## src/rtl/ps2_pkg.sv

```systemverilog
// ps2_pkg: PS/2 frame layout, shared scan-code constants and the frame check
package ps2_pkg;
  localparam int FRAME_BITS = 11;
  localparam logic [3:0] START_BIT = 4'd0;
  localparam logic [3:0] PARITY_BIT = 4'd9;
  localparam logic [3:0] STOP_BIT = 4'd10;
  localparam logic [7:0] BREAK_CODE = 8'hF0;
  localparam logic [7:0] EXT_CODE = 8'hE0;
  // f holds bits 0..9 of a frame (start, data, parity); stop is the live bit-10 sample
  function automatic logic frame_ok(input logic [9:0] f, input logic stop);
    return !f[START_BIT] && stop && (^f[PARITY_BIT:1]);
  endfunction
endpackage

```

## src/rtl/ps2_sync_edge.sv

```systemverilog
// ps2_sync_edge: synchronises the PS/2 pins into clk and produces a registered ps2_clk fall strobe
module ps2_sync_edge #(
  parameter int SYNC_STAGES = 2
) (
  input  logic clk,
  input  logic rst,
  input  logic i_ps2_clk,
  input  logic i_ps2_data,
  output logic o_fall,
  output logic o_bit
);
  logic [SYNC_STAGES-1:0] r_clk_s, r_dat_s;
  logic r_clk_d, r_fall, r_bit;
  // synchroniser chains, previous-clk flop, and fall/data registered together so they stay aligned
  always_ff @(posedge clk or posedge rst) begin
    if (rst) begin
      r_clk_s <= '0;
      r_dat_s <= '0;
      r_clk_d <= 1'b0;
      r_fall <= 1'b0;
      r_bit <= 1'b0;
    end else begin
      r_clk_s <= {r_clk_s[SYNC_STAGES-2:0], i_ps2_clk};
      r_dat_s <= {r_dat_s[SYNC_STAGES-2:0], i_ps2_data};
      r_clk_d <= r_clk_s[SYNC_STAGES-1];
      r_fall <= r_clk_d & ~r_clk_s[SYNC_STAGES-1];
      r_bit <= r_dat_s[SYNC_STAGES-1];
    end
  end
  assign o_fall = r_fall;
  assign o_bit = r_bit;
endmodule

```

## src/rtl/ps2_rx_fifo.sv

```systemverilog
// ps2_rx_fifo: PS/2 device-to-host deframer feeding a small byte FIFO with edge-triggered pop
module ps2_rx_fifo
  import ps2_pkg::*;
#(
  parameter int DEPTH_LOG2 = 3,
  parameter int SYNC_STAGES = 2,
  parameter int TIMEOUT_CYC = 50000
) (
  input  logic       clk,
  input  logic       rst,
  input  logic       ps2_clk,
  input  logic       ps2_data,
  input  logic       nextdata_n,
  output logic [7:0] data,
  output logic       ready,
  output logic       overflow,
  output logic       frame_err
);
  localparam int DEPTH = 2 ** DEPTH_LOG2;
  localparam int TW = $clog2(TIMEOUT_CYC + 1);
  localparam logic [TW-1:0] TO_MAX = TW'(TIMEOUT_CYC);
  logic w_fall, w_bit, w_last, w_ok, w_push, w_empty, w_full, w_pop, w_wr, w_timeout;
  logic [$clog2(FRAME_BITS)-1:0] r_bit_cnt;
  logic [9:0] r_frame;
  logic [TW-1:0] r_to;
  logic [DEPTH_LOG2:0] r_wptr, r_rptr;
  logic [7:0] r_mem [DEPTH];
  logic r_nd_d1, r_overflow, r_frame_err;
  ps2_sync_edge #(.SYNC_STAGES(SYNC_STAGES)) u_sync (
    .clk(clk),
    .rst(rst),
    .i_ps2_clk(ps2_clk),
    .i_ps2_data(ps2_data),
    .o_fall(w_fall),
    .o_bit(w_bit)
  );
  assign w_last = w_fall && (r_bit_cnt == STOP_BIT);
  assign w_ok = frame_ok(r_frame, w_bit);
  assign w_push = w_last & w_ok;
  assign w_timeout = !w_fall && (r_bit_cnt != '0) && (r_to == TO_MAX);
  assign w_empty = (r_wptr == r_rptr);
  assign w_full = (r_wptr[DEPTH_LOG2] != r_rptr[DEPTH_LOG2]) && (r_wptr[DEPTH_LOG2-1:0] == r_rptr[DEPTH_LOG2-1:0]);
  assign w_pop = ~w_empty & ~nextdata_n & r_nd_d1;
  assign w_wr = w_push & (~w_full | w_pop);
  // deframer: shift bits in on each fall, check at bit 10, abandon a stalled frame on timeout
  always_ff @(posedge clk or posedge rst) begin
    if (rst) begin
      r_bit_cnt <= '0;
      r_frame <= '0;
      r_to <= '0;
      r_frame_err <= 1'b0;
    end else begin
      r_frame_err <= (w_last & ~w_ok) | w_timeout;
      if (w_fall) begin
        r_frame <= {w_bit, r_frame[9:1]};
        r_bit_cnt <= (r_bit_cnt == STOP_BIT) ? '0 : r_bit_cnt + 1'b1;
        r_to <= '0;
      end else if (w_timeout) begin
        r_bit_cnt <= '0;
        r_to <= '0;
      end else begin
        r_to <= (r_bit_cnt != '0) ? r_to + 1'b1 : '0;
      end
    end
  end
  // FIFO storage and pointers; a pop in the same cycle frees the slot for a push into a full FIFO
  always_ff @(posedge clk or posedge rst) begin
    if (rst) begin
      r_wptr <= '0;
      r_rptr <= '0;
      r_overflow <= 1'b0;
      r_nd_d1 <= 1'b1;
      for (int i = 0; i < DEPTH; i++) r_mem[i] <= '0;
    end else begin
      r_nd_d1 <= nextdata_n;
      if (w_wr) begin
        r_mem[r_wptr[DEPTH_LOG2-1:0]] <= r_frame[8:1];
        r_wptr <= r_wptr + 1'b1;
      end
      if (w_pop) r_rptr <= r_rptr + 1'b1;
      if (w_push & w_full & ~w_pop) r_overflow <= 1'b1;
    end
  end
  assign data = r_mem[r_rptr[DEPTH_LOG2-1:0]];
  assign ready = ~w_empty;
  assign overflow = r_overflow;
  assign frame_err = r_frame_err;
endmodule

```

## config.mk

```make
export PLATFORM = sky130hd
export DESIGN_NAME = ps2_rx_fifo
export DESIGN_NICKNAME = d
export VERILOG_FILES = /design/src/rtl/ps2_pkg.sv /design/src/rtl/ps2_sync_edge.sv /design/src/rtl/ps2_rx_fifo.sv
export SDC_FILE = /design/constraint.sdc
export NUM_CORES = 1
export LEC_CHECK = 0
export ABC_AREA = 1
export CAP_MARGIN = 20
export CORE_MARGIN = 5
export CORE_UTILIZATION = 45
export DETAILED_ROUTE_END_ITERATION = 12
export GPL_TIMING_DRIVEN = 0
export MAX_ROUTING_LAYER = met4
export PLACE_DENSITY = 0.65
export SYNTH_ARGS = -nofsm -noshare
export SYNTH_HDL_FRONTEND = slang
export SYNTH_SLANG_ARGS = --single-unit
```

## constraint.sdc

```tcl
create_clock -name clk -period 3.9 [get_ports clk]
set_input_delay 0.39 -clock clk [delete_from_list [all_inputs] [get_ports clk]]
set_output_delay 0.39 -clock clk [all_outputs]
set_load 0.02 [all_outputs]
```

==> impl_metrics.tcl, run 1 <==
set metrics [dict create \
    synth_top_area_frac 0.471 \
    critPathLaunchType "flop" \
    tightest_slew_ps 993 \
    critPathLaunch "r_rptr[0]$_DFFE_PP0P_" \
    fin_crit_sh 0.830 \
    ys.flop_type "dfrtp_1" \
    antenna_left 0 \
    p_per_area_nw_per_um2 526 \
    cp_max_fo 10 \
    pin_count 16 \
    syn2layout_area_growth_pct 12.3 \
    die_w_um 125 \
    die_height_um 125 \
    maxSlewHeadroom 0.333 \
    cts_inserted_buffers 9 \
    required_ps 3510 \
    cts_max_level 3 \
    grt_setup_unrepaired "false" \
    syn_nets 739 \
    status "completed" \
    netlist_instances 727 \
    port_buffers 15 \
    synth-seq-cells 112 \
    hold_class "flop to flop" \
    power_mw 3.49 \
    rows 41 \
    synth.distinct_cells 32 \
    grt_pass1_vias 4747 \
    hold_slack_ps 355 \
    ir_drop_mv 0.246 \
    max_freq_mhz 309 \
    viasPerCell 5.29 \
    dr.pass1.iters 5 \
    synth_area_leaders "dfrtp_1 47%, nand2_1 9.2%, o21bai_1 8.4%, inv_1 6.9%, nand3_1 6.4%" \
    nFillCells 1257 \
    hold_buffers 0 \
    fin_util 0.521 \
    drc 0 \
    tritoncts "yes" \
    clock-root-buffer "clkbuf_16" \
    cts-resized-gates 0 \
    clock_insertion_delay_worst_skew_ps 360 \
    drv_slew 0 \
    seq_area_frac_synth 0.475 \
    clock_skew_ps 6.00 \
    endpoint "data[5]" \
    fin_crit_ps 3240 \
    routed_wirelength_mm 14.8 \
    yosys.area.top_type "dfrtp_1" \
    path_clk_slew_ps 70 \
    synth.cell_area_um2 5900 \
    post-cts-setup-buffers 0 \
    rrSetupSlack_ps 1710 \
    die_area_um2 15500 \
    critPathCaptureType "output port" \
    max_cap_viol_count 0 \
    vias 4954 \
    arrival_ps 2850 \
    drt_iter0_markers 403 \
    synthArstFlopShare 1.00 \
    setup_violations 0 \
    yosysWarnings 0 \
    core-area_um2 12700 \
    synth_edf_count 0 \
    grt_max_degree 64 \
    fin_nets 772 \
    dpl.hpwl_mm 10.2 \
    p_leak_nw 3.03 \
    initial_core_util 0.464 \
    diodes 0 \
    track_usage 0.199 \
    crit_type "flop to output port" \
    hold_viol 0 \
    reg2reg_depth 6 \
    postSynthAreaPerCell_um2 8.12 \
    r2r-start "r_wptr[2]$_DFFE_PP0P_" \
    layout-drive-gt1-share 0.0772 \
    overflow 0 \
    antenna_found_initial 0 \
    grt_pass1_wl_mm 24.4 \
    rr_endpoint "r_mem[10]$_DFFE_PP0P_" \
    wl_per_cell_um 15.8 \
    place.gp.congestion 0.908 \
    cts.sinks 112 \
    cts_buffer_depth 2 \
]
[worst min-delay path by stage]
stage / startpoint / to / slack, ps / cells past startpoint
6_report: u_sync.r_dat_s[1]$_DFF_PP0_ / u_sync.o_bit$_DFF_PP0_ / 350 / 0
3_5_place_dp: u_sync.r_dat_s[0]$_DFF_PP0_ / u_sync.r_dat_s[1]$_DFF_PP0_ / 340 / 0
3_3_place_gp: u_sync.r_dat_s[1]$_DFF_PP0_ / u_sync.o_bit$_DFF_PP0_ / 330 / 0
4_1_cts: u_sync.r_dat_s[0]$_DFF_PP0_ / u_sync.r_dat_s[1]$_DFF_PP0_ / 360 / 0
5_1_grt: u_sync.r_dat_s[1]$_DFF_PP0_ / u_sync.o_bit$_DFF_PP0_ / 370 / 0
2_1_floorplan: u_sync.r_dat_s[1]$_DFF_PP0_ / u_sync.o_bit$_DFF_PP0_ / 330 / 0
[state kept, by name (all words and copies together) (netlist names), 2 cells and up]
name,count
r_bit_cnt,4
r_frame,10
r_mem,64
r_rptr,4
r_to,16
r_wptr,4
u_sync.r_clk_s,2
u_sync.r_dat_s,2
[cell usage after synthesis (4+ instances only)]
| cell | n |
|---|---|
| a21oi_1 | 31 |
| a221oi_1 | 9 |
| a31oi_1 | 9 |
| buf_2 | 13 |
| buf_4 | 4 |
| buf_6 | 6 |
| clkbuf_1 | 16 |
| dfrtp_1 | 111 |
| ha_1 | 7 |
| inv_1 | 109 |
| inv_2 | 7 |
| nand2_1 | 145 |
| nand3_1 | 75 |
| nand4_1 | 6 |
| nor2_1 | 26 |
| nor3_1 | 15 |
| nor4_1 | 5 |
| o21ai_0 | 40 |
| o21bai_1 | 66 |
| xnor2_1 | 4 |
| xor2_1 | 8 |
[per-layer routing]
metal  share of wire  track usage  up-vias
met3           0.047       0.0270       26
met1            0.46        0.273     2390
met5               0            -        -
met2            0.47        0.303      118
met4           0.022       0.0741        0
li1                -            -     2420
[stage by stage]
step                      worst slack (ps)  instances  TNS (ps)  area (um2)
after floorplan                        553        727         0        5900
after global placement               -1120        914   -123550        6270
after detailed placement              1140        916         0        6300
after CTS                              683        931         0        6600
after global routing                   549        936         0        6630
final                                  662        936         0        6630
[worst max-delay path: stages (launching register included)]
cell and delay (ps):
dfrtp_1 380, buf_2 160, clkinv_1 170, clkbuf_1 440, a21oi_1 140, a221oi_1 480
a31oi_1 110, clkdlybuf4s50_1 600
[cells in the final DEF (no fill, tap or decap), types with 2 or more instances in the layout]
master	count
nand4_1	6
buf_2	16
dfrtp_1	111
nor2_1	26
clkbuf_4	3
inv_1	108
clkbuf_16	9
inv_2	7
buf_4	4
nor4_1	5
nand3_1	75
nand2_1	145
o21ai_1	2
clkinv_2	2
a221oi_1	9
clkbuf_1	16
xnor2_1	4
ha_1	7
xor2_1	8
clkinv_1	3
buf_6	6
o21bai_1	66
o22ai_1	2
a21oi_1	31
o21ai_0	40
clkdlybuf4s50_1	15
a31oi_1	9
nor3_1	15
[where the power goes]
group | switching [mW] | total, mW | internal (mW)
sequential | 0.0667 | 1.32 | 1.26
clock | 0.432 | 0.945 | 0.513
combinational | 0.828 | 1.22 | 0.390
[cell families after synthesis]
| kind of cell | Yosys count | synth area share |
|---|---|---|
| AO/OA/AOI/OAI | 160 | 0.172 |
| XOR/XNOR | 12 | 0.0178 |
| adder cells (fa/ha/maj) | 7 | 0.0148 |
| buffers and inverters | 158 | 0.113 |
| flip-flops | 112 | 0.475 |
| AND/OR/NAND/NOR | 278 | 0.207 |
[final cells by class]
class / instances / area, um2 / share of cell area
Sequential cell: 112 / 2800 / 0.423
Multi-Input combinational cell: 457 / 2430 / 0.366
Inverter: 119 / 449 / 0.0678
Clock buffer: 10 / 239 / 0.0361
Buffer: 39 / 223 / 0.0336
Timing Repair Buffer: 22 / 215 / 0.0325
Tap cell: 172 / 215 / 0.0325
Clock inverter: 5 / 56.3 / 0.00849
No activity file was read; power rests on OpenSTA's default activity.
==> inputs of run 2 (changes only) <==
clock period = 3.15 ns   (was 3.9 ns; I/O delays follow)
==> impl_metrics.tcl, run 2 (same netlist as run 1, synthesis figures left out) <==
set metrics [dict create \
    status "completed" \
    fin_crit_ps 3020 \
    maxSlewHeadroom 0.257 \
    hold_slack_ps 350 \
    preCtsSetupSlack_ps 456 \
    clock-root-buffer "clkbuf_16" \
    grt_setup_unrepaired "false" \
    routed_wirelength_mm 14.7 \
    nFillCells 1251 \
    path_clk_slew_ps 70 \
    required_ps 2830 \
    fin_nets 771 \
    dr.pass1.iters 5 \
    core-area_um2 12700 \
    layout-drive-gt1-share 0.0772 \
    drt_iter0_markers 370 \
    largest_reg_flops 64 \
    cts.sinks 112 \
    clock_skew_ps 7.37 \
    fin_crit_sh 0.959 \
    clock_insertion_delay_worst_skew_ps 360 \
    viasPerCell 5.27 \
    initial_core_util 0.464 \
    hold_viol 0 \
    drc 0 \
    finalNonFillerCells 936 \
    cts_buffer_depth 2 \
    p_leak_nw 3.03 \
    dp.cells 916 \
    p_per_area_nw_per_um2 652 \
    critPathCaptureType "output port" \
    syn2layout_area_growth_pct 12.6 \
    wl_per_cell_um 15.7 \
    max_freq_mhz 331 \
    post-cts-setup-buffers 0 \
    setup_slack_ps 128 \
    pin_count 16 \
    die_w_um 125 \
    crit_type "flop to output port" \
    arrival_ps 2710 \
    cts_max_level 3 \
    antenna_left 0 \
    antenna_found_initial 0 \
    setup_violations 0 \
    grt_pass1_vias 4682 \
    tritoncts "yes" \
    diodes 0 \
    max_cap_viol_count 0 \
    drv_slew 0 \
    ir_drop_mv 0.348 \
    hold_class "flop to flop" \
    fin_tns_setup_ps 0 \
    die_area_um2 15500 \
    overflow 0 \
    reg.largest.list "r_mem: 64 flops, r_to: 16 flops, r_frame: 10 flops" \
    cp_max_fo 10 \
    grt_pass1_wl_mm 24.5 \
    cts_inserted_buffers 9 \
    grt_max_degree 42 \
    regMostFlops "r_mem" \
    place.gp.congestion 0.879 \
    critPathLaunchType "flop" \
    vias 4929 \
    track_usage 0.201 \
    dpl.hpwl_mm 10.4 \
    power_mw 4.33 \
    layout.cells.most_common "nand2_1" \
    die_height_um 125 \
    port_buffers 15 \
    tightest_slew_ps 1110 \
    layout_common_cells "145 x nand2_1, 111 x dfrtp_1, 108 x inv_1" \
    rows 41 \
]
==> run 2: changes by cell type in the layout (fill, tap and decap cells not counted) <==
cell | previous run | this run
buf_12 | 0 | 2
buf_16 | 1 | 0
buf_2 | 16 | 14
clkbuf_1 | 16 | 17
clkbuf_2 | 0 | 1
clkbuf_8 | 1 | 2
clkinv_1 | 3 | 2
clkinvlp_4 | 1 | 2
inv_4 | 1 | 0
inv_6 | 1 | 0
==> run 2: timing repair <==
| item | 4_1_cts | 5_1_grt |
|---|---|---|
| hold buffers | 0 | 0 |
| resized for setup | 0 | 3 |
| setup endpoints to repair | 0 | 4 |
| hold endpoints to repair | 0 | 0 |
==> run 2: critical path, cell delays in order (launching register included) <==
cell and delay (ps):
dfrtp_1 380, buf_2 170, clkinvlp_4 170, clkbuf_1 430
o21ai_0 190, a31oi_1 340, clkdlybuf4s50_1 670
==> run 2: routing by layer <==
metal	track usage	share of wire
met5	-	0
met1	0.287	0.48
met2	0.296	0.45
met3	0.0266	0.046
met4	0.0709	0.024
==> run 2: layout make-up <==
cell class / count / area [um2] / share of cell area
Multi-Input combinational cell: 457 / 2430 / 0.365
Timing Repair Buffer: 21 / 218 / 0.0328
Buffer: 39 / 224 / 0.0337
Sequential cell: 112 / 2800 / 0.422
Tap cell: 172 / 215 / 0.0324
Clock buffer: 13 / 260 / 0.0392
Clock inverter: 3 / 40.0 / 0.00603
Inverter: 119 / 454 / 0.0684
==> run 2: worst paths after layout <==
check	cells after the start	slack [ps]	end	startpoint
min in group asynchronous	2	440	r_to[10]$_DFF_PP0_	rst
min	0	350	u_sync.o_bit$_DFF_PP0_	u_sync.r_dat_s[1]$_DFF_PP0_
min reg2reg	0	350	u_sync.o_bit$_DFF_PP0_	u_sync.r_dat_s[1]$_DFF_PP0_
max	6	130	data[7]	r_rptr[0]$_DFFE_PP0P_
max reg2reg	6	860	r_mem[31]$_DFFE_PP0P_	r_wptr[2]$_DFFE_PP0P_
max in group asynchronous	4	1790	r_mem[38]$_DFFE_PP0P_	rst
==> run 2: metrics by stage <==
| stage | util | cell area [um2] |
|---|---|---|
| 5_1_grt | 0.522 | 6640 |
| 3_5_place_dp | 0.496 | 6310 |
| 3_3_place_gp | 0.493 | 6270 |
| 6_report | 0.522 | 6640 |
| 4_1_cts | 0.520 | 6610 |
| 2_1_floorplan | - | 5900 |
==> run 2: report_power, final <==
group          leakage, nW  total, mW  switching (mW)  internal, mW
Clock                0.150       1.18           0.523         0.659
Sequential            1.18       1.64          0.0839          1.56
Combinational         1.70       1.50            1.02         0.487
==> inputs of run 3 (changes only) <==
--- a/config.mk
+++ b/config.mk
@@ -9,9 +9,9 @@
 export CAP_MARGIN = 20
 export CORE_MARGIN = 5
-export CORE_UTILIZATION = 45
+export CORE_UTILIZATION = 62
 export DETAILED_ROUTE_END_ITERATION = 12
 export GPL_TIMING_DRIVEN = 0
 export MAX_ROUTING_LAYER = met4
-export PLACE_DENSITY = 0.65
+export PLACE_DENSITY = 0.84
 export SYNTH_ARGS = -nofsm -noshare
 export SYNTH_HDL_FRONTEND = slang
==> constraint.sdc (replaced) <==
create_clock -name clk -period 3.15 [get_ports clk]
set_input_delay 0.315 -clock clk [delete_from_list [all_inputs] [get_ports clk]]
set_output_delay 0.315 -clock clk [all_outputs]
set_load 0.1 [all_outputs]
==> impl_metrics.tcl, run 3 (same netlist as run 1, synthesis figures left out) <==
set metrics [dict create \
    status "completed" \
    power_mw 4.45 \
    clock_skew_ps 8.41 \
    layout.cells.most_common "nand2_1" \
    setup_violations 0 \
    r2r-start "r_wptr[0]$_DFFE_PP0P_" \
    overflow 0 \
    reg.largest.list "r_mem: 64 flops, r_to: 16 flops, r_frame: 10 flops" \
    tightest_slew_ps 1110 \
    rr_endpoint "r_mem[43]$_DFFE_PP0P_" \
    p_leak_nw 2.99 \
    wl_met1_mm 5.95 \
    setup_slack_ps 137 \
    layout_common_cells "145 x nand2_1, 111 x dfrtp_1, 108 x inv_1" \
    post-cts-setup-buffers 0 \
    dr.pass1.iters 5 \
    final_area_um2 6490 \
    vias 5095 \
    preCtsSetupSlack_ps -47.8 \
    port_buffers 15 \
    required_ps 2830 \
    clock-root-buffer "clkbuf_8" \
    critPathCaptureType "output port" \
    placed_cell_area_um2 6280 \
    core-area_um2 9240 \
    largest_reg_flops 64 \
    cts_max_level 3 \
    fin_tns_setup_ps 0 \
    crit_type "flop to output port" \
    initial_core_util 0.639 \
    routed_wirelength_mm 14.3 \
    cp_max_fo 10 \
    arrival_ps 2700 \
    slowest_delay_ps 500 \
    cpMaxStageDelayCell "clkdlybuf4s15_2" \
    die_height_um 108 \
    place.gp.congestion 0.959 \
    max_freq_mhz 332 \
    cp.depth 7 \
    rrSetupSlack_ps 790 \
    maxSlewHeadroom 0.253 \
    drc 0 \
    die_w_um 108 \
    regMostFlops "r_mem" \
    nFillCells 727 \
    grt_setup_unrepaired "false" \
    fin_nets 769 \
    hold_viol 0 \
    layout-drive-gt1-share 0.0853 \
    hold_class "primary input to asynchronous set/reset pin" \
    clock_insertion_delay_worst_skew_ps 370 \
    drt_iter0_markers 437 \
    antenna_found_initial 0 \
    cts_buffer_depth 2 \
    antenna_left 0 \
    dr_wl_met3_mm 1.22 \
    viasPerCell 5.72 \
    grt_pass1_wl_mm 23.8 \
    dpl.hpwl_mm 10.2 \
    fin_crit_ps 3010 \
    ir_drop_mv 0.592 \
    syn2layout_area_growth_pct 9.99 \
    wl_per_cell_um 16.1 \
    wl_met2_mm 6.73 \
    cts.sinks 112 \
    max_cap_viol_count 0 \
    track_usage 0.268 \
    die_area_um2 11600 \
    critPathLaunch "r_rptr[0]$_DFFE_PP0P_" \
    endpoint "data[5]" \
    crit_family "buffers and inverters" \
    critPathLaunchType "flop" \
    p_per_area_nw_per_um2 685 \
    drv_slew 0 \
    crit_chain "buf_2 > clkinv_1 > clkbuf_1 > a21oi_1 > a221oi_1 > a31oi_1 > clkdlybuf4s15_2" \
    tritoncts "yes" \
    path_buf_inv 4 \
    grt_pass1_vias 4837 \
    maxUsedRoutingLayer "met4" \
    rows 35 \
    pin_count 16 \
    fin_crit_sh 0.957 \
    reg2reg_depth 5 \
    cts_inserted_buffers 9 \
    path_clk_slew_ps 110 \
    diodes 0 \
    grt_max_degree 35 \
]
[run 3: changes by cell type in the layout (fill, tap and decap cells not counted), sizes merged]
cell and change:
buf +1, clkdlybuf4s50 -9, clkbuf -4, dlymetal6s2s +1, clkdlybuf4s15 +5, inv +3, clkinv +2, clkinvlp -1
[run 3: routing by layer]
metal / vias up / track usage
met1: 2406 / 0.364
met5: - / -
met3: 35 / 0.0438
met2: 231 / 0.414
li1: 2423 / -
met4: 0 / 0.0929
[run 3: worst reg2reg max path, delay by kind of cell (launching register included)]
kind            cells  cell delay [ps]
compound gates      1              300
buf+inv             2              560
simple gates        2              980
flops               1              410
[run 3: where the power goes]
group | leakage (nW) | total (mW) | switching (mW) | internal (mW)
registers | 1.18 | 1.64 | 0.0863 | 1.56
clock network | 0.109 | 0.908 | 0.521 | 0.386
logic | 1.70 | 1.90 | 1.46 | 0.440
[run 3: repair_timing]
action | CTS | global route
resized for setup | 25 | 9
hold buffers | 0 | 0
endpoints found under the setup margin | 8 | 4
[run 3: area by class of cell]
| type | count | area (um2) | area share |
|---|---|---|---|
| flip-flops and latches | 112 | 2800 | 0.432 |
| inverters | 119 | 450 | 0.0694 |
| multi-input cells | 457 | 2430 | 0.374 |
| well taps | 129 | 161 | 0.0249 |
| plain buffers | 39 | 223 | 0.0343 |
| clock buffers | 9 | 124 | 0.0191 |
| repair buffers | 19 | 211 | 0.0326 |
| clock inverters | 7 | 88.8 | 0.0137 |
[run 3: worst min path at each step]
stage	cells after the start	slack, ps	end	from
after global placement	0	330	u_sync.o_bit$_DFF_PP0_	u_sync.r_dat_s[1]$_DFF_PP0_
after floorplan	0	320	r_nd_d1$_DFF_PP1_	nextdata_n
final	2	320	r_mem[31]$_DFFE_PP0P_	rst
after CTS	2	330	r_mem[31]$_DFFE_PP0P_	rst
after global routing	2	350	r_mem[52]$_DFFE_PP0P_	rst
after detailed placement	0	340	u_sync.o_bit$_DFF_PP0_	u_sync.r_dat_s[1]$_DFF_PP0_
[run 3: per-stage QoR]
| stage | instances | hold WS (ps) | utilization |
|---|---|---|---|
| 2_1_floorplan | 727 | 319 | - |
| 3_3_place_gp | 871 | 334 | 0.673 |
| 3_5_place_dp | 874 | 336 | 0.679 |
| 4_1_cts | 890 | 333 | 0.703 |
| 5_1_grt | 891 | 349 | 0.702 |
| 6_report | 891 | 320 | 0.702 |
